## config.mk

```make
export PLATFORM = sky130hd
export DESIGN_NAME = pipe_hazard_ctrl_flat
export DESIGN_NICKNAME = d
export VERILOG_FILES = /design/src/rtl/pipe_hazard_ctrl_if.sv /design/src/rtl/pipe_hazard_ctrl.sv /design/src/flat_wrapper.sv
export SDC_FILE = /design/constraint.sdc
export NUM_CORES = 1
export LEC_CHECK = 0
export ABC_AREA = 1
export ABC_CLOCK_PERIOD_IN_PS = 3000
export CAP_MARGIN = 20
export CORE_MARGIN = 2
export CORE_UTILIZATION = 40
export DETAILED_ROUTE_END_ITERATION = 12
export GPL_TIMING_DRIVEN = 1
export PLACE_DENSITY = 0.68
export SLEW_MARGIN = 20
export SYNTH_ARGS = -nofsm -noshare
export SYNTH_HDL_FRONTEND = slang
export SYNTH_SLANG_ARGS = --single-unit
```

## constraint.sdc

```tcl
create_clock -name clk -period 3 [get_ports clk]
set_clock_uncertainty 0.2 [all_clocks]
set_input_delay 0.45 -clock clk [delete_from_list [all_inputs] [get_ports clk]]
set_output_delay 0.45 -clock clk [all_outputs]
set_load 0.005 [all_outputs]
```

## src/rtl/pipe_hazard_ctrl_if.sv

```systemverilog
// Decode-side view of the pipeline sequencing controller: hazard inputs
// and pipeline-register enable/flush controls plus performance counters.
interface pipe_hazard_ctrl_if #(
  parameter int unsigned CNT_W = 16
);
  logic [4:0]       ID_rs1Addr;
  logic [4:0]       ID_rs2Addr;
  logic             ID_useRs1;
  logic             ID_useRs2;
  logic             ID_JAL;
  logic             EX_MemRead;
  logic [4:0]       EX_rdAddr;
  logic             EX_Redirect;
  logic             MEM_Access;
  logic             dmem_ready;
  logic             PC_Write;
  logic             IFID_Write;
  logic             IFID_Flush;
  logic             IDEX_Flush;
  logic             EXMEM_Write;
  logic             mem_timeout;
  logic [CNT_W-1:0] stall_cnt;
  logic [CNT_W-1:0] flush_cnt;

  modport master (
    output ID_rs1Addr, ID_rs2Addr, ID_useRs1, ID_useRs2, ID_JAL,
           EX_MemRead, EX_rdAddr, EX_Redirect, MEM_Access, dmem_ready,
    input  PC_Write, IFID_Write, IFID_Flush, IDEX_Flush, EXMEM_Write,
           mem_timeout, stall_cnt, flush_cnt
  );

  modport slave (
    input  ID_rs1Addr, ID_rs2Addr, ID_useRs1, ID_useRs2, ID_JAL,
           EX_MemRead, EX_rdAddr, EX_Redirect, MEM_Access, dmem_ready,
    output PC_Write, IFID_Write, IFID_Flush, IDEX_Flush, EXMEM_Write,
           mem_timeout, stall_cnt, flush_cnt
  );
endinterface

```

## src/rtl/pipe_hazard_ctrl.sv

```systemverilog
// Pipeline sequencing controller: load-use bubbles, redirect flushes,
// data-memory freeze with watchdog, and stall/flush performance counters.
module pipe_hazard_ctrl #(
  parameter int unsigned MEM_TIMEOUT = 16,
  parameter int unsigned CNT_W       = 16
) (
  input logic               clk,
  input logic               reset,
  pipe_hazard_ctrl_if.slave hz
);
  localparam int unsigned WAIT_W = $clog2(MEM_TIMEOUT + 1);

  typedef enum logic [1:0] {RUN, MWAIT, ERR} state_t;

  state_t            state, state_nxt;
  logic [WAIT_W-1:0] wait_cnt, wait_nxt, wait_inc;
  logic [CNT_W-1:0]  stall_cnt, flush_cnt;
  logic              load_use, mem_wait, redirect_ev;
  logic              pc_write, ifid_write, ifid_flush, idex_flush, exmem_write;

  assign load_use = hz.EX_MemRead && (hz.EX_rdAddr != 5'd0) &&
                    ((hz.ID_useRs1 && (hz.ID_rs1Addr == hz.EX_rdAddr)) ||
                     (hz.ID_useRs2 && (hz.ID_rs2Addr == hz.EX_rdAddr)));
  assign mem_wait = hz.MEM_Access && !hz.dmem_ready;

  // Entering the wait from RUN counts as the first wait cycle.
  assign wait_inc = (state == RUN) ? WAIT_W'(1) : wait_cnt + WAIT_W'(1);

  always_comb begin
    pc_write    = 1'b1;
    ifid_write  = 1'b1;
    ifid_flush  = 1'b0;
    idex_flush  = 1'b0;
    exmem_write = 1'b1;
    redirect_ev = 1'b0;
    state_nxt   = state;
    wait_nxt    = wait_cnt;
    case (state)
      RUN, MWAIT: begin
        if (mem_wait) begin
          pc_write    = 1'b0;
          ifid_write  = 1'b0;
          exmem_write = 1'b0;
          wait_nxt    = wait_inc;
          state_nxt   = (wait_inc >= WAIT_W'(MEM_TIMEOUT)) ? ERR : MWAIT;
        end else begin
          state_nxt = RUN;
          wait_nxt  = '0;
          if (hz.EX_Redirect) begin
            ifid_flush  = 1'b1;
            idex_flush  = 1'b1;
            redirect_ev = 1'b1;
          end else if (load_use) begin
            pc_write   = 1'b0;
            ifid_write = 1'b0;
            idex_flush = 1'b1;
          end else if (hz.ID_JAL) begin
            ifid_flush = 1'b1;
          end
        end
      end
      ERR: begin
        pc_write    = 1'b0;
        ifid_write  = 1'b0;
        exmem_write = 1'b0;
      end
      default: begin
        state_nxt = RUN;
        wait_nxt  = '0;
      end
    endcase
  end

  always_ff @(posedge clk) begin
    if (reset) begin
      state    <= RUN;
      wait_cnt <= '0;
    end else begin
      state    <= state_nxt;
      wait_cnt <= wait_nxt;
    end
  end

  always_ff @(posedge clk) begin
    if (reset) begin
      stall_cnt <= '0;
      flush_cnt <= '0;
    end else begin
      if (!pc_write && (stall_cnt != '1))
        stall_cnt <= stall_cnt + CNT_W'(1);
      if (redirect_ev && (flush_cnt != '1))
        flush_cnt <= flush_cnt + CNT_W'(1);
    end
  end

  assign hz.PC_Write    = pc_write;
  assign hz.IFID_Write  = ifid_write;
  assign hz.IFID_Flush  = ifid_flush;
  assign hz.IDEX_Flush  = idex_flush;
  assign hz.EXMEM_Write = exmem_write;
  assign hz.mem_timeout = (state == ERR);
  assign hz.stall_cnt   = stall_cnt;
  assign hz.flush_cnt   = flush_cnt;
endmodule

```

## src/flat_wrapper.sv

```systemverilog
// flat-port wrapper written by rule: the top's interface ports become plain ports
module pipe_hazard_ctrl_flat 
#(
  parameter int unsigned MEM_TIMEOUT = 16,
  parameter int unsigned CNT_W       = 16
)
  (clk, reset, hz_ID_rs1Addr, hz_ID_rs2Addr, hz_ID_useRs1, hz_ID_useRs2, hz_ID_JAL, hz_EX_MemRead, hz_EX_rdAddr, hz_EX_Redirect, hz_MEM_Access, hz_dmem_ready, hz_PC_Write, hz_IFID_Write, hz_IFID_Flush, hz_IDEX_Flush, hz_EXMEM_Write, hz_mem_timeout, hz_stall_cnt, hz_flush_cnt);
  pipe_hazard_ctrl_if #(.CNT_W(CNT_W)) hz_i ();
  input logic clk;
  input logic reset;
  input wire logic [$bits(hz_i.ID_rs1Addr)-1:0] hz_ID_rs1Addr;
  input wire logic [$bits(hz_i.ID_rs2Addr)-1:0] hz_ID_rs2Addr;
  input wire logic [$bits(hz_i.ID_useRs1)-1:0] hz_ID_useRs1;
  input wire logic [$bits(hz_i.ID_useRs2)-1:0] hz_ID_useRs2;
  input wire logic [$bits(hz_i.ID_JAL)-1:0] hz_ID_JAL;
  input wire logic [$bits(hz_i.EX_MemRead)-1:0] hz_EX_MemRead;
  input wire logic [$bits(hz_i.EX_rdAddr)-1:0] hz_EX_rdAddr;
  input wire logic [$bits(hz_i.EX_Redirect)-1:0] hz_EX_Redirect;
  input wire logic [$bits(hz_i.MEM_Access)-1:0] hz_MEM_Access;
  input wire logic [$bits(hz_i.dmem_ready)-1:0] hz_dmem_ready;
  output wire logic [$bits(hz_i.PC_Write)-1:0] hz_PC_Write;
  output wire logic [$bits(hz_i.IFID_Write)-1:0] hz_IFID_Write;
  output wire logic [$bits(hz_i.IFID_Flush)-1:0] hz_IFID_Flush;
  output wire logic [$bits(hz_i.IDEX_Flush)-1:0] hz_IDEX_Flush;
  output wire logic [$bits(hz_i.EXMEM_Write)-1:0] hz_EXMEM_Write;
  output wire logic [$bits(hz_i.mem_timeout)-1:0] hz_mem_timeout;
  output wire logic [$bits(hz_i.stall_cnt)-1:0] hz_stall_cnt;
  output wire logic [$bits(hz_i.flush_cnt)-1:0] hz_flush_cnt;
  assign hz_i.ID_rs1Addr = hz_ID_rs1Addr;
  assign hz_i.ID_rs2Addr = hz_ID_rs2Addr;
  assign hz_i.ID_useRs1 = hz_ID_useRs1;
  assign hz_i.ID_useRs2 = hz_ID_useRs2;
  assign hz_i.ID_JAL = hz_ID_JAL;
  assign hz_i.EX_MemRead = hz_EX_MemRead;
  assign hz_i.EX_rdAddr = hz_EX_rdAddr;
  assign hz_i.EX_Redirect = hz_EX_Redirect;
  assign hz_i.MEM_Access = hz_MEM_Access;
  assign hz_i.dmem_ready = hz_dmem_ready;
  assign hz_PC_Write = hz_i.PC_Write;
  assign hz_IFID_Write = hz_i.IFID_Write;
  assign hz_IFID_Flush = hz_i.IFID_Flush;
  assign hz_IDEX_Flush = hz_i.IDEX_Flush;
  assign hz_EXMEM_Write = hz_i.EXMEM_Write;
  assign hz_mem_timeout = hz_i.mem_timeout;
  assign hz_stall_cnt = hz_i.stall_cnt;
  assign hz_flush_cnt = hz_i.flush_cnt;
  pipe_hazard_ctrl #(.MEM_TIMEOUT(MEM_TIMEOUT), .CNT_W(CNT_W)) u_core (.clk(clk), .reset(reset), .hz(hz_i));
endmodule
```

Yosys cells after proc, flatten, opt, wreduce, memory -nomap -nowiden
Cells that the tools add are included.
Widths: inputs -> output; s select.
Word-level totals
  output and inout bits: 38
  word-level logic and storage cells: 51
  flip-flop bits (word level): 39
  bits of input ports: 24
Cells by class
  mux-type cells: 24
  equal/unequal tests: 6
  $lt $le $gt $ge: 1
  reduce and logical (&&, ||, !) cells: 13
  add/subtract/negate cells: 3
Operators with widths (number)
  $add 16x1->16 const B: 2
  $ne 16x16->1 const B: 2
  $mux 1: 16
  $eq 5x5->1: 2
  $mux 5: 2
  $pmux 5 s2: 1
  $logic_and 1x1->1: 7
  $add 5x1->5 const B: 1
  $ge 5x5->1 const B: 1
  $reduce_bool 5->1: 1
  $mux 2: 2
  $pmux 1 s2: 2
  $pmux 2 s2: 1
  $eq 2x1->1 const B: 1
  $eq 2x2->1 const B: 1
  $logic_not 1->1: 2
  $logic_not 2->1: 1
  $reduce_or 2->1: 1
  $logic_or 1x1->1: 1

Longest topological paths before layout
Gate-level depths: netlist of run 1.
  depth in word-level cells: 10
  depth in mapped cells: 12
  mapped depth without buffers: 12

Worst setup path after synthesis of run 1
Ideal clock, no wire load.
  path type: input-to-output
  start: in hz_MEM_Access
  end: out hz_PC_Write
  slack: 0.815 ns
  buffers on the path: 2
  arrival time: 1.535 ns
  stages: 9
  data required time: 2.350 ns
  path through: inv_1 > nor2_1 > nor2_2 > nand2_1 > o21ai_1 > inv_2 > buf_1 > nand2_1 > buf_4
On the way
  word-level cells in the longest chain between the ends: 3
Ends and longest elaborated chain
  from (decl): line flat_wrapper.sv:19  | input wire logic [$bits(hz_i.MEM_Access)-1:0] hz_MEM_Access;
  $logic_and 1x1->1: line pipe_hazard_ctrl.sv:24  | assign mem_wait = hz.MEM_Access && !hz.dmem_ready;
  $mux 1
  $pmux 1 s2
  to (decl): line flat_wrapper.sv:21  | output wire logic [$bits(hz_i.PC_Write)-1:0] hz_PC_Write;
No other way between the ends.

Worst setup path after layout of run 1
  start: in hz_EX_rdAddr[3]
  end: out hz_IDEX_Flush
On the way
  word-level cells in the longest chain between the ends: 8
  elaborated cells on any way between the ends: 12
  those cells by class: 2 x eq/ne; 4 x mux; 6 x reduce/logical
Ends and longest elaborated chain
  from (decl): line flat_wrapper.sv:17  | input wire logic [$bits(hz_i.EX_rdAddr)-1:0] hz_EX_rdAddr;
  $eq 5x5->1 (on tied branches): line pipe_hazard_ctrl.sv:22, pipe_hazard_ctrl.sv:23
  $logic_and 1x1->1 (on tied branches): line pipe_hazard_ctrl.sv:22, pipe_hazard_ctrl.sv:23
  $logic_or 1x1->1: line pipe_hazard_ctrl.sv:22  | ((hz.ID_useRs1 && (hz.ID_rs1Addr == hz.EX_rdAddr)) ||
  $logic_and 1x1->1 *: line pipe_hazard_ctrl.sv:21  | assign load_use = hz.EX_MemRead && (hz.EX_rdAddr != 5'd0) &&
  $mux 1 *: line pipe_hazard_ctrl.sv:53  | end else if (load_use) begin
  $mux 1 *: line pipe_hazard_ctrl.sv:49  | if (hz.EX_Redirect) begin
  $mux 1 *: line pipe_hazard_ctrl.sv:40  | if (mem_wait) begin
  $mux 1 *: line pipe_hazard_ctrl.sv:38  | case (state)
  to (decl): line flat_wrapper.sv:24  | output wire logic [$bits(hz_i.IDEX_Flush)-1:0] hz_IDEX_Flush;
Mark *: on every way between the ends. The rest lies on a longest branch, timed or not.

==> metrics.md, run 1 <==
| Metric | Value |
|---|---|
| Worst Reg2Reg Path Length in Cells | `9` |
| Bufs and invs on worst path | `3` |
| DPL Wire Length | `around 4.3 mm` |
| Initial antenna violation count | `0` |
| First-pass GRT wire length | `around 10 mm` |
| Max Freq | `352.2 MHz` |
| Clock Pin Slew Worst Setup and Hold Paths | `0.07 ns` |
| Mean routed wirelength per cell | `around 12 um` |
| Num rows | `27` |
| Warnings from Yosys | `0` |
| Initial drt markers | `134` |
| Number of global-route vias before repair | `2247` |
| Crit path cell chain | `clkdlybuf4s50_1 -> inv_2 -> nand2_1 -> nand2_1 -> nor2_1 -> nand3_1 -> nand2_1 -> nand2_1 -> o21ai_1 -> clkdlybuf4s50_1` |
| Number of synthesized flops with an enable pin | `0` |
| Fin. max-slew vios | `0` |
| DRC violations left | `0` |
| Sw Share | `0.2353` |
| Die area | `6490 um2` |
| Number of I/O port buffers | `61` |
| IO Count | `62` |
| Share of layout cells above drive strength 1 | `0.07820` |
| MaxCap Viol Count | `0` |
| Cells after synthesis | `360` |
| Post-synth ARST share | `0` |
| Top_reg_cell synth | `dfxtp_1` |
| Top-count cell post-synth | `nand2_1` |
| RSZ-0062 raised after global routing | `false` |
| Yosys cell types | `30` |
| Vias | `2447` |
| # Post-CTS Setup Buffers | `0` |
| Top cells by area, synth | `dfxtp_1 32%, nand2_1 15%, nor2_1 7.0%` |
| Worst slew pin tran | `0.4573 ns` |
| Final setup violation count | `0` |
| Vias per inst | `4.953` |
| Post-synthesis sequential area ratio | `0.3244` |
| Slew headroom | `0.6948` |
| GPL Wtd Cong | `0.9150` |
| CTS tree | `built` |
| CTS buffer count | `5` |
| Yosys reg bits | `38` |
| Pwr Density | `349.4 nW/um2` |
| Cell taking the most area after synthesis | `dfxtp_1` |
| Hold Crit Class | `register to register` |
| Post-layout minimum cycle time | `2.840 ns` |
| Starting Density | `0.4207` |
| Critical Path AT | `2.19 ns` |
| CTS root buffer | `clkbuf_8` |
| WP data required | `2.35 ns` |
| Setup crit end kind | `output port` |
| Layout area overhead | `33.56%` |
| Leakage | `between 1 and 1.5 nW` |
| Die W | `roughly 81 um` |
| # hold bufs at CTS | `0` |
| CP startpoint kind | `input port` |
| Ant diodes | `0` |
| Crit path largest cell delay | `about 0.53 ns` |
| NetSw | `0.0002575 W` |
| DIE HEIGHT | `80.56 um` |
| Clk sinks | `38` |
| Slowest CP cell | `clkdlybuf4s50_1` |
| Post-DRT Antenna Nets | `0` |
| Cell count along the critical path | `10` |
| WL final | `5.896 mm` |
| Synth top cells by count | `96 x nand2_1, 44 x nor2_1, 41 x inv_1` |
| Top-area cell type share of the netlist area | `0.3244` |
| Cell Area, Placed | `around 3000 um2` |
| Aggregate global-route resource usage | `0.1915` |
| Comb pwr share | `0.116` |
| Post-Syn Nets | `387` |
| Placed cells | `~500` |
| Crit path kind | `input port to output port` |
| Status | `finished clean` |
| Setup TNS | `0 ns` |
| Most used cell, CP | `nand2_1` |
| DR pass1 iterations | `4` |
| Int Pwr | `0.0008366 W` |
| H-tree levels | `2` |
| Max IR drop VDD | `approximately 220 uV` |
| Fin. Hold Viols | `0` |
| Clock Tree Buf Depth | `2` |
| Worst-skew pair later-pin latency | `0.29 ns` |
| Critical path's top delay family | `buffers and inverters` |
| Layout Nets | `449` |
| Clock Power Share | `0.413` |
| Crit share post-route | `0.9465` |
| Finished Core Util | `0.5618` |
| Cell Count, Final, Fillers Out | `494` |
| Worst Hold Path Cells | `2` |
| Post-route cell area | `3132 um2` |
| Critical Path Fanout Max | `3` |
| Largest net degree at the start of global routing | `25` |
| Seq pwr share | `0.471` |
| Gr ovfl total | `0` |
| Core ar. | `5574 um2` |
| Post-Syn Area per Cell | `6.513 um2` |
| Post-Syn Area | `2345 um2` |
state kept, by name, summed over array words and instances, names as in the netlist:
register / cells
u_core.state: 1
u_core.hz.flush_cnt: 16
u_core.wait_cnt: 5
u_core.hz.stall_cnt: 16
timing repair:
item / 4_1_cts / 5_1_grt
resized for setup: 0 / 1
endpoints found under the hold margin: 0 / 0
endpoints found under the setup margin: 0 / 1
tightest hold or removal path, delay by kind of cell (launching register included):
| kind | cells | cell delay [ns] |
|---|---|---|
| flip-flops | 1 | 0.31 |
| AND/OR/NAND/NOR | 1 | 0.06 |
| AO/OA/AOI/OAI | 1 | 0.06 |
worst paths after layout:
kind	startpoint	endpoint	slack (ns)
max	hz_EX_rdAddr[3]	hz_IDEX_Flush	0.16
min	u_core.wait_cnt[3]	u_core.wait_cnt[3]	0.27
max reg2reg	u_core.hz.stall_cnt[0]	u_core.hz.stall_cnt[14]	0.75
min reg2reg	u_core.wait_cnt[3]	u_core.wait_cnt[3]	0.27
final cells by class:
cell class | count | area (um2)
fill | 588 | 2442
timing repair buffer | 64 | 633.1
clock buffer | 6 | 82.58
multi-input combinational | 265 | 1355
tap | 72 | 90.09
inverter | 48 | 180.2
clock inverter | 1 | 30.03
sequential | 38 | 760.7
placed cells by master (no fill, tap or decap), drive strengths merged:
cell,Yosys,routed
nand2,99,99
clkdlybuf4s50,0,61
inv,47,47
nor2,46,46
dfxtp,38,38
a21oi,28,28
nand3,26,26
nand4,20,20
o21ai,13,13
xor2,10,10
nor3,8,8
xnor2,6,6
clkbuf,2,6
ha,3,3
buf,7,3
a2111oi,2,2
and3,2,2
clkinv,1,1
nor3b,1,1
o21bai,1,1
bufinv,0,1
power by group through the flow:
stage | Combinational (W) | Clock, W | Sequential, W
6_report | 0.000127 | 0.000451 | 0.000515
5_1_grt | 0.000141 | 0.000476 | 0.000516
4_1_cts | 0.000128 | 0.000462 | 0.000515
3_5_place_dp | 0.000127 | 0 | 0.000527
3_3_place_gp | 0.000126 | 0 | 0.000527
2_1_floorplan | 0.0000623 | 0 | 0.000526
kinds of logic after synthesis:
group,after synthesis,synth area share
XOR/XNOR,16,0.05976
buffers and inverters,57,0.09765
flip-flops,38,0.3244
adder cells (fa/ha/maj),3,0.01601
AO/OA/AOI/OAI,44,0.1126
AND/OR/NAND/NOR,202,0.3895
per-stage QoR:
step	power [W]	setup slack [ns]	hold slack, ns
3_3_place_gp	0.0006530	0.1649	0.2543
5_1_grt	0.001133	0.03589	0.3156
6_report	0.001094	0.1604	0.2730
2_1_floorplan	0.0005883	0.8154	0.2448
4_1_cts	0.001105	0.1341	0.2763
3_5_place_dp	0.0006540	0.1402	0.2656
metal layers:
metal / vias to the layer above / track usage / share of wire
met3: 11 / 0.03820 / 0.047
li1: 1290 / - / -
met4: 0 / 0.08136 / 0.016
met5: - / 0 / 0
met2: 67 / 0.3142 / 0.46
met1: 1079 / 0.2430 / 0.48
(Power assumes the default switching activity.)
==> run 2, diff against run 1 <==
--- a/config.mk
+++ b/config.mk
@@ -8,7 +8,6 @@
 export ABC_AREA = 1
 export ABC_CLOCK_PERIOD_IN_PS = 3000
 export CAP_MARGIN = 20
-export CORE_MARGIN = 2
 export CORE_UTILIZATION = 40
 export DETAILED_ROUTE_END_ITERATION = 12
 export GPL_TIMING_DRIVEN = 1
==> run 2 against run 1 <==
  * Power down 0.38%
  * First-iteration DRC count decreased by 5.2%
  * Worst setup slack worse by 0.040 ns
  * Largest power group unchanged
  * Via count is 0.29% higher
  * Register-to-register slack worse by 0.03 ns
==> metrics.md, run 2 (same netlist as run 1, synthesis figures left out) <==
| Metric | Value |
|---|---|
| Fin. Hold Viols | `0 (unchanged)` |
| Terminus of the critical flop-to-flop path | `u_core.hz.stall_cnt[5] (was u_core.hz.stall_cnt[14])` |
| Core ar. | `5574 um2 (unchanged)` |
| Setup TNS | `0 ns (unchanged)` |
| CTS root buffer | `clkbuf_8 (unchanged)` |
| RSZ-0062 raised after global routing | `false (unchanged)` |
| Worst slew pin tran | `0.4386 ns (was 0.4573 ns)` |
| Critical Path AT | `2.23 ns (was 2.19 ns)` |
| Sw Share | `0.2324 (was 0.2353)` |
| Max Freq | `347.3 MHz (was 352.2 MHz)` |
| M2 GR Usage | `0.3713 (was 0.3142)` |
| Share of layout cells above drive strength 1 | `0.07820 (unchanged)` |
| Starting Density | `0.4207 (unchanged)` |
| Slew headroom | `0.7073 (was 0.6948)` |
| First-pass GRT wire length | `10.34 mm (was 9.867 mm)` |
| Fin. max-slew vios | `0 (unchanged)` |
| Vias | `2454 (was 2447)` |
| Die area | `6172 um2 (was 6490 um2)` |
| Clock Pin Slew Worst Setup and Hold Paths | `0.07 ns (about the same)` |
| NetSw | `0.0002533 W (was 0.0002575 W)` |
| Worst Reg2Reg Path Length in Cells | `9 (unchanged)` |
| Gr ovfl total | `0 (unchanged)` |
| Number of I/O port buffers | `61 (unchanged)` |
| Ant diodes | `0 (unchanged)` |
| Critical Path Fanout Max | `3 (unchanged)` |
| Crit share post-route | `0.9599 (was 0.9465)` |
| Crit path cell chain | `clkdlybuf4s50_1 -> inv_2 -> nand2_1 -> nand2_1 -> nor2_1 -> nand3_1 -> nand2_1 -> nand2_1 -> o21ai_0 -> clkdlybuf4s50_1 (was clkdlybuf4s50_1 -> inv_2 -> nand2_1 -> nand2_1 -> nor2_1 -> nand3_1 -> nand2_1 -> nand2_1 -> o21ai_1 -> clkdlybuf4s50_1)` |
| Vias per inst | `4.968 (was 4.953)` |
| Status | `finished clean (unchanged)` |
| CTS buffer count | `5 (unchanged)` |
| Layout area overhead | `33.56% (unchanged)` |
| Aggregate global-route resource usage | `0.2088 (was 0.1915)` |
| CTS tree | `built (unchanged)` |
| Slowest CP cell | `clkdlybuf4s50_1 (unchanged)` |
| Crit path kind | `input port to output port (unchanged)` |
| Number of global-route vias before repair | `2284 (was 2247)` |
| # Post-CTS Setup Buffers | `0 (unchanged)` |
| H-tree levels | `2 (unchanged)` |
| GPL Wtd Cong | `0.8721 (was 0.9150)` |
| WL final | `6.010 mm (was 5.896 mm)` |
| Most used cell, CP | `nand2_1 (unchanged)` |
| Clock Power Share | `0.410 (was 0.413)` |
| Largest regs | `u_core.hz.flush_cnt: 16 flops, u_core.hz.stall_cnt: 16 flops, u_core.wait_cnt: 5 flops (unchanged)` |
| FF-to-FF Start | `u_core.hz.stall_cnt[0] (unchanged)` |
| DPL Wire Length | `4.342 mm (was 4.292 mm)` |
| Largest net degree at the start of global routing | `25 (unchanged)` |
| Hold WS | `0.2702 ns (was 0.2730 ns)` |
| Crit path largest cell delay | `0.54 ns (was 0.53 ns)` |
| Initial drt markers | `127 (was 134)` |
| WP data required | `2.35 ns (about the same)` |
| Most Crowded Layer GR | `met2 (unchanged)` |
| GR met1 Demand/Resource | `0.2558 (was 0.2430)` |
| Initial antenna violation count | `0 (unchanged)` |
| Final setup violation count | `0 (unchanged)` |
| Max IR drop VDD | `182.9 uV (was 215.4 uV)` |
| Post-layout minimum cycle time | `2.880 ns (was 2.840 ns)` |
| Leakage | `1.220 nW (about the same)` |
| Num rows | `27 (unchanged)` |
| Int Pwr | `0.0008367 W (was 0.0008366 W)` |
| DIE HEIGHT | `78.56 um (was 80.56 um)` |
| Min-delay src | `u_core.wait_cnt[3] (unchanged)` |
| Worst Hold Path Cells | `2 (unchanged)` |
| DRC violations left | `0 (unchanged)` |
| Mean routed wirelength per cell | `12.17 um (was 11.94 um)` |
| R2R Setup Slk | `0.72 ns (was 0.75 ns)` |
| Met3 Resource Use GR | `0.03953 (was 0.03820)` |
| MaxCap Viol Count | `0 (unchanged)` |
| DR pass1 iterations | `4 (unchanged)` |
| Seq pwr share | `0.473 (was 0.471)` |
| Clk sinks | `38 (unchanged)` |
| # hold bufs at CTS | `0 (unchanged)` |
| # fillers | `579 (was 588)` |
| Hold endpoint | `u_core.wait_cnt[3] (unchanged)` |
| IO Count | `62 (unchanged)` |
| Worst-skew pair later-pin latency | `0.29 ns (about the same)` |
| Pwr Density | `348.0 nW/um2 (was 349.4 nW/um2)` |
| Layout Nets | `449 (unchanged)` |
| Comb pwr share | `0.117 (was 0.116)` |
| Post-DRT Antenna Nets | `0 (unchanged)` |
| Setup crit end kind | `output port (unchanged)` |
| Commonest non-fill, non-tap cells in the layout | `96 x nand2_1, 61 x clkdlybuf4s50_1, 44 x nor2_1 (unchanged)` |
| CP startpoint kind | `input port (unchanged)` |
| Hold Crit Class | `register to register (unchanged)` |
| Post-CTS resize count | `0 (unchanged)` |
| Commonest non-fill, non-tap cell in the layout | `nand2_1 (unchanged)` |
| Die W | `78.56 um (was 80.56 um)` |
| Clock Tree Buf Depth | `2 (unchanged)` |
==> run 2: cell counts in the layout (fill, tap and decap cells not counted) <==
No cell type changed its count.
==> run 2: power by group through the flow <==
stage	registers, W	clock network (W)	logic (W)
global placement	0.000527	0	0.000126
CTS	0.000515	0.000460	0.000128
global route	0.000517	0.000486	0.000141
detailed placement	0.000527	0	0.000127
floorplan	0.000526	0	0.0000623
finish	0.000515	0.000447	0.000127
==> run 2: cell type report <==
type                            instances  area, um2  area share
Clock buffer                            6      82.58     0.02637
Tap cell                               72      90.09     0.02877
Clock inverter                          1      30.03    0.009589
Multi-Input combinational cell        265       1355      0.4327
Timing Repair Buffer                   64      633.1      0.2022
Sequential cell                        38      760.7      0.2429
Inverter                               48      180.2     0.05753
==> run 2: stage by stage <==
stage	cells	total power, W	cell area, um2	util	setup WS, ns
finish	494	0.001090	3132	0.5618	0.1204
global route	494	0.001143	3132	0.5618	0.0003859
CTS	494	0.001103	3132	0.5618	0.1068
detailed placement	487	0.0006544	3019	0.5416	0.1094
global placement	487	0.0006528	3019	0.5416	0.1553
floorplan	360	0.0005883	2345	-	0.8154
==> run 2: how the worst max path moves through the flow <==
stage / start / end / slack (ns)
floorplan: hz_MEM_Access / hz_PC_Write / 0.82
global placement: hz_EX_rdAddr[3] / hz_IDEX_Flush / 0.16
detailed placement: hz_EX_rdAddr[3] / hz_IDEX_Flush / 0.11
CTS: hz_EX_rdAddr[3] / hz_IDEX_Flush / 0.11
global route: hz_EX_rdAddr[3] / hz_IDEX_Flush / 0.0004
finish: hz_EX_rdAddr[3] / hz_IDEX_Flush / 0.12
==> run 2: worst max-delay path: cells and delay by family <==
family	cells	cell delay, ns
simple gates	6	0.49
buf+inv	3	1.12
compound gates	1	0.17
==> run 2: routing by layer <==
| layer | vias up | wire (um) |
|---|---|---|
| met5 | - | 0 |
| met4 | 0 | 54 |
| met3 | 7 | 335 |
| met2 | 57 | 2958 |
| met1 | 1108 | 2662 |
| li1 | 1282 | - |
==> run 3, diff against run 2 <==
--- a/config.mk
+++ b/config.mk
@@ -11,7 +11,9 @@
 export CORE_UTILIZATION = 40
 export DETAILED_ROUTE_END_ITERATION = 12
 export GPL_TIMING_DRIVEN = 1
+export HOLD_SLACK_MARGIN = 0.03
 export PLACE_DENSITY = 0.68
+export SETUP_SLACK_MARGIN = 0.15
 export SLEW_MARGIN = 20
 export SYNTH_ARGS = -nofsm -noshare
 export SYNTH_HDL_FRONTEND = slang
==> run 3 against run 2 <==
  * Sequential share of layout area is 0.11 points lower
  * Largest cell class unchanged
  * Fmax is 13% higher
  * First-iteration DRC count is 5.5% lower
  * Critical path depth stayed put
  * Clock power hardly changed
==> metrics.md, run 3 (same netlist as run 1, synthesis figures left out) <==
| Metric | Value |
|---|---|
| CP startpoint | `hz_EX_rdAddr[1] (was hz_EX_rdAddr[3])` |
| Die W | `78.56 um (unchanged)` |
| Terminus of the critical flop-to-flop path | `u_core.hz.stall_cnt[5] (unchanged)` |
| Setup TNS | `0 ns (unchanged)` |
| H-tree levels | `2 (unchanged)` |
| Layout Nets | `449 (unchanged)` |
| RSZ-0062 raised after global routing | `false (unchanged)` |
| CTS buffer count | `5 (unchanged)` |
| Critical Path Fanout Max | `3 (unchanged)` |
| DRC violations left | `0 (unchanged)` |
| WL final | `6.038 mm (was 6.010 mm)` |
| Final setup violation count | `0 (unchanged)` |
| Worst Reg2Reg Path Length in Cells | `9 (unchanged)` |
| Post-layout minimum cycle time | `2.545 ns (was 2.880 ns)` |
| Die area | `6172 um2 (unchanged)` |
| Vias | `2471 (was 2454)` |
| DIE HEIGHT | `78.56 um (unchanged)` |
| Max Freq | `393.0 MHz (was 347.3 MHz)` |
| # hold bufs at CTS | `0 (unchanged)` |
| Status | `finished clean (unchanged)` |
| Largest net degree at the start of global routing | `25 (unchanged)` |
| Clock Tree Buf Depth | `2 (unchanged)` |
| Setup crit end kind | `output port (unchanged)` |
| Num rows | `27 (unchanged)` |
| Critical path's top delay family | `buffers and inverters (unchanged)` |
| Most used cell, CP | `nand2_1 (unchanged)` |
| Hold Crit Class | `register to register (unchanged)` |
| Clk sinks | `38 (unchanged)` |
| IO Count | `62 (unchanged)` |
| Number of global-route vias before repair | `2284 (unchanged)` |
| Worst Setup EP | `hz_IDEX_Flush (unchanged)` |
| Largest regs | `u_core.hz.flush_cnt: 16 flops, u_core.hz.stall_cnt: 16 flops, u_core.wait_cnt: 5 flops (unchanged)` |
| DR pass1 iterations | `4 (unchanged)` |
| Bufs and invs on worst path | `3 (unchanged)` |
| Total power | `0.001090 W (about the same)` |
| Pwr Density | `346.6 nW/um2 (was 348.0 nW/um2)` |
| Slowest CP cell | `clkdlybuf4s50_1 (unchanged)` |
| Layout area overhead | `34.15% (was 33.56%)` |
| Commonest non-fill, non-tap cell in the layout | `nand2_1 (unchanged)` |
| Worst-skew pair later-pin latency | `0.29 ns (about the same)` |
| Crit path kind | `input port to output port (unchanged)` |
| Ant diodes | `0 (unchanged)` |
| Placed cells | `487 (unchanged)` |
| First-pass GRT wire length | `10.34 mm (unchanged)` |
| Crit path cell chain | `clkdlybuf4s50_1 -> inv_1 -> nand2_1 -> nand2_1 -> nor2_1 -> nand3_1 -> nand2_1 -> nand2_1 -> o21ai_0 -> dlygate4sd2_1 (was clkdlybuf4s50_1 -> inv_2 -> nand2_1 -> nand2_1 -> nor2_1 -> nand3_1 -> nand2_1 -> nand2_1 -> o21ai_0 -> clkdlybuf4s50_1)` |
| Slew headroom | `0.7080 (was 0.7073)` |
| Post-DRT Antenna Nets | `0 (unchanged)` |
| Max IR drop VDD | `182.9 uV (about the same)` |
| Vias per inst | `5.002 (was 4.968)` |
| WP data required | `2.35 ns (about the same)` |
| Number of I/O port buffers | `61 (unchanged)` |
| Crit share post-route | `0.8482 (was 0.9599)` |
| Clock Pin Slew Worst Setup and Hold Paths | `0.08 ns (was 0.07 ns)` |
| DPL Wire Length | `4.342 mm (unchanged)` |
| Worst slew pin tran | `0.4375 ns (was 0.4386 ns)` |
| Share of layout cells above drive strength 1 | `0.08057 (was 0.07820)` |
| Crit path largest cell delay | `0.51 ns (was 0.54 ns)` |
| Initial antenna violation count | `0 (unchanged)` |
| Cell Count, Final, Fillers Out | `494 (unchanged)` |
| Critical Path AT | `1.89 ns (was 2.23 ns)` |
| Aggregate global-route resource usage | `0.2088 (unchanged)` |
| Commonest non-fill, non-tap cells in the layout | `96 x nand2_1, 55 x clkdlybuf4s50_1, 43 x nor2_1 (was 96 x nand2_1, 61 x clkdlybuf4s50_1, 44 x nor2_1)` |
| R2R Setup Slk | `0.71 ns (was 0.72 ns)` |
| Mean routed wirelength per cell | `12.22 um (was 12.17 um)` |
| MaxCap Viol Count | `0 (unchanged)` |
| Fin. max-slew vios | `0 (unchanged)` |
| Fin. Hold Viols | `0 (unchanged)` |
| Leakage | `1.253 nW (was 1.220 nW)` |
| Core ar. | `5574 um2 (unchanged)` |
| CTS tree | `built (unchanged)` |
| FF-to-FF Start | `u_core.hz.stall_cnt[0] (unchanged)` |
| GPL Wtd Cong | `0.8721 (unchanged)` |
| CP startpoint kind | `input port (unchanged)` |
| Starting Density | `0.4207 (unchanged)` |
| Initial drt markers | `120 (was 127)` |
| Gr ovfl total | `0 (unchanged)` |
| CTS root buffer | `clkbuf_8 (unchanged)` |
| Cell count along the critical path | `10 (unchanged)` |
==> run 3: worst register-to-register path, stage by stage (launching register included) <==
cell	delay, ns
dfxtp_1	0.43
ha_1	0.23
nand2_2	0.10
nor3_4	0.26
nand2_2	0.12
nor2_4	0.14
nand3_4	0.21
nand3_4	0.28
nand2_1	0.12
a21oi_2	0.14
==> run 3: timing repair <==
item / 4_1_cts / 5_1_grt
setup endpoints to repair: 1 / 3
buffers inserted: 0 / 0
gates resized for setup: 1 / 6
pin swaps: 0 / 0
hold endpoints to repair: 0 / 0
==> run 3: how the worst min path moves through the flow <==
stage | start | end | slack, ns | cells after the start
finish | u_core.wait_cnt[3] | u_core.wait_cnt[3] | 0.27 | 2
CTS | u_core.wait_cnt[3] | u_core.wait_cnt[3] | 0.27 | 2
detailed placement | u_core.wait_cnt[3] | u_core.wait_cnt[3] | 0.26 | 2
floorplan | u_core.wait_cnt[3] | u_core.wait_cnt[3] | 0.24 | 2
global placement | u_core.wait_cnt[3] | u_core.wait_cnt[3] | 0.25 | 2
global route | u_core.wait_cnt[3] | u_core.wait_cnt[3] | 0.30 | 2
==> run 3: power breakdown <==
part,leakage [nW],switching [W],internal [W]
combinational,0.888,0.0000662,0.0000597
sequential,0.307,0.00000628,0.000509
clock,0.0573,0.000183,0.000266
total,1.25,0.000255,0.000835
==> run 3: per-stage QoR <==
stage	instance area [um2]	setup slack [ns]	hold WS (ns)	utilization
CTS	3131	0.1681	0.2749	0.5616
detailed placement	3019	0.1094	0.2630	0.5416
global placement	3019	0.1553	0.2540	0.5416
global route	3146	0.3228	0.3032	0.5643
finish	3146	0.4553	0.2720	0.5643
floorplan	2345	0.8154	0.2448	-
==> run 3: routing by layer <==
layer | part of all wire | track usage | vias up
li1 | - | - | 1283
met1 | 0.44 | 0.2558 | 1130
met2 | 0.50 | 0.3713 | 51
met3 | 0.049 | 0.03953 | 7
met4 | 0.0089 | 0.05185 | 0
met5 | 0 | 0 | -
==> run 3: cell type report <==
| class | count | area, um2 |
|---|---|---|
| clock buffer | 6 | 82.58 |
| clock inverter | 1 | 30.03 |
| fill | 578 | 2429 |
| inverter | 48 | 180.2 |
| multi-input combinational | 265 | 1358 |
| sequential | 38 | 760.7 |
| tap | 72 | 90.09 |
| timing repair buffer | 64 | 644.4 |
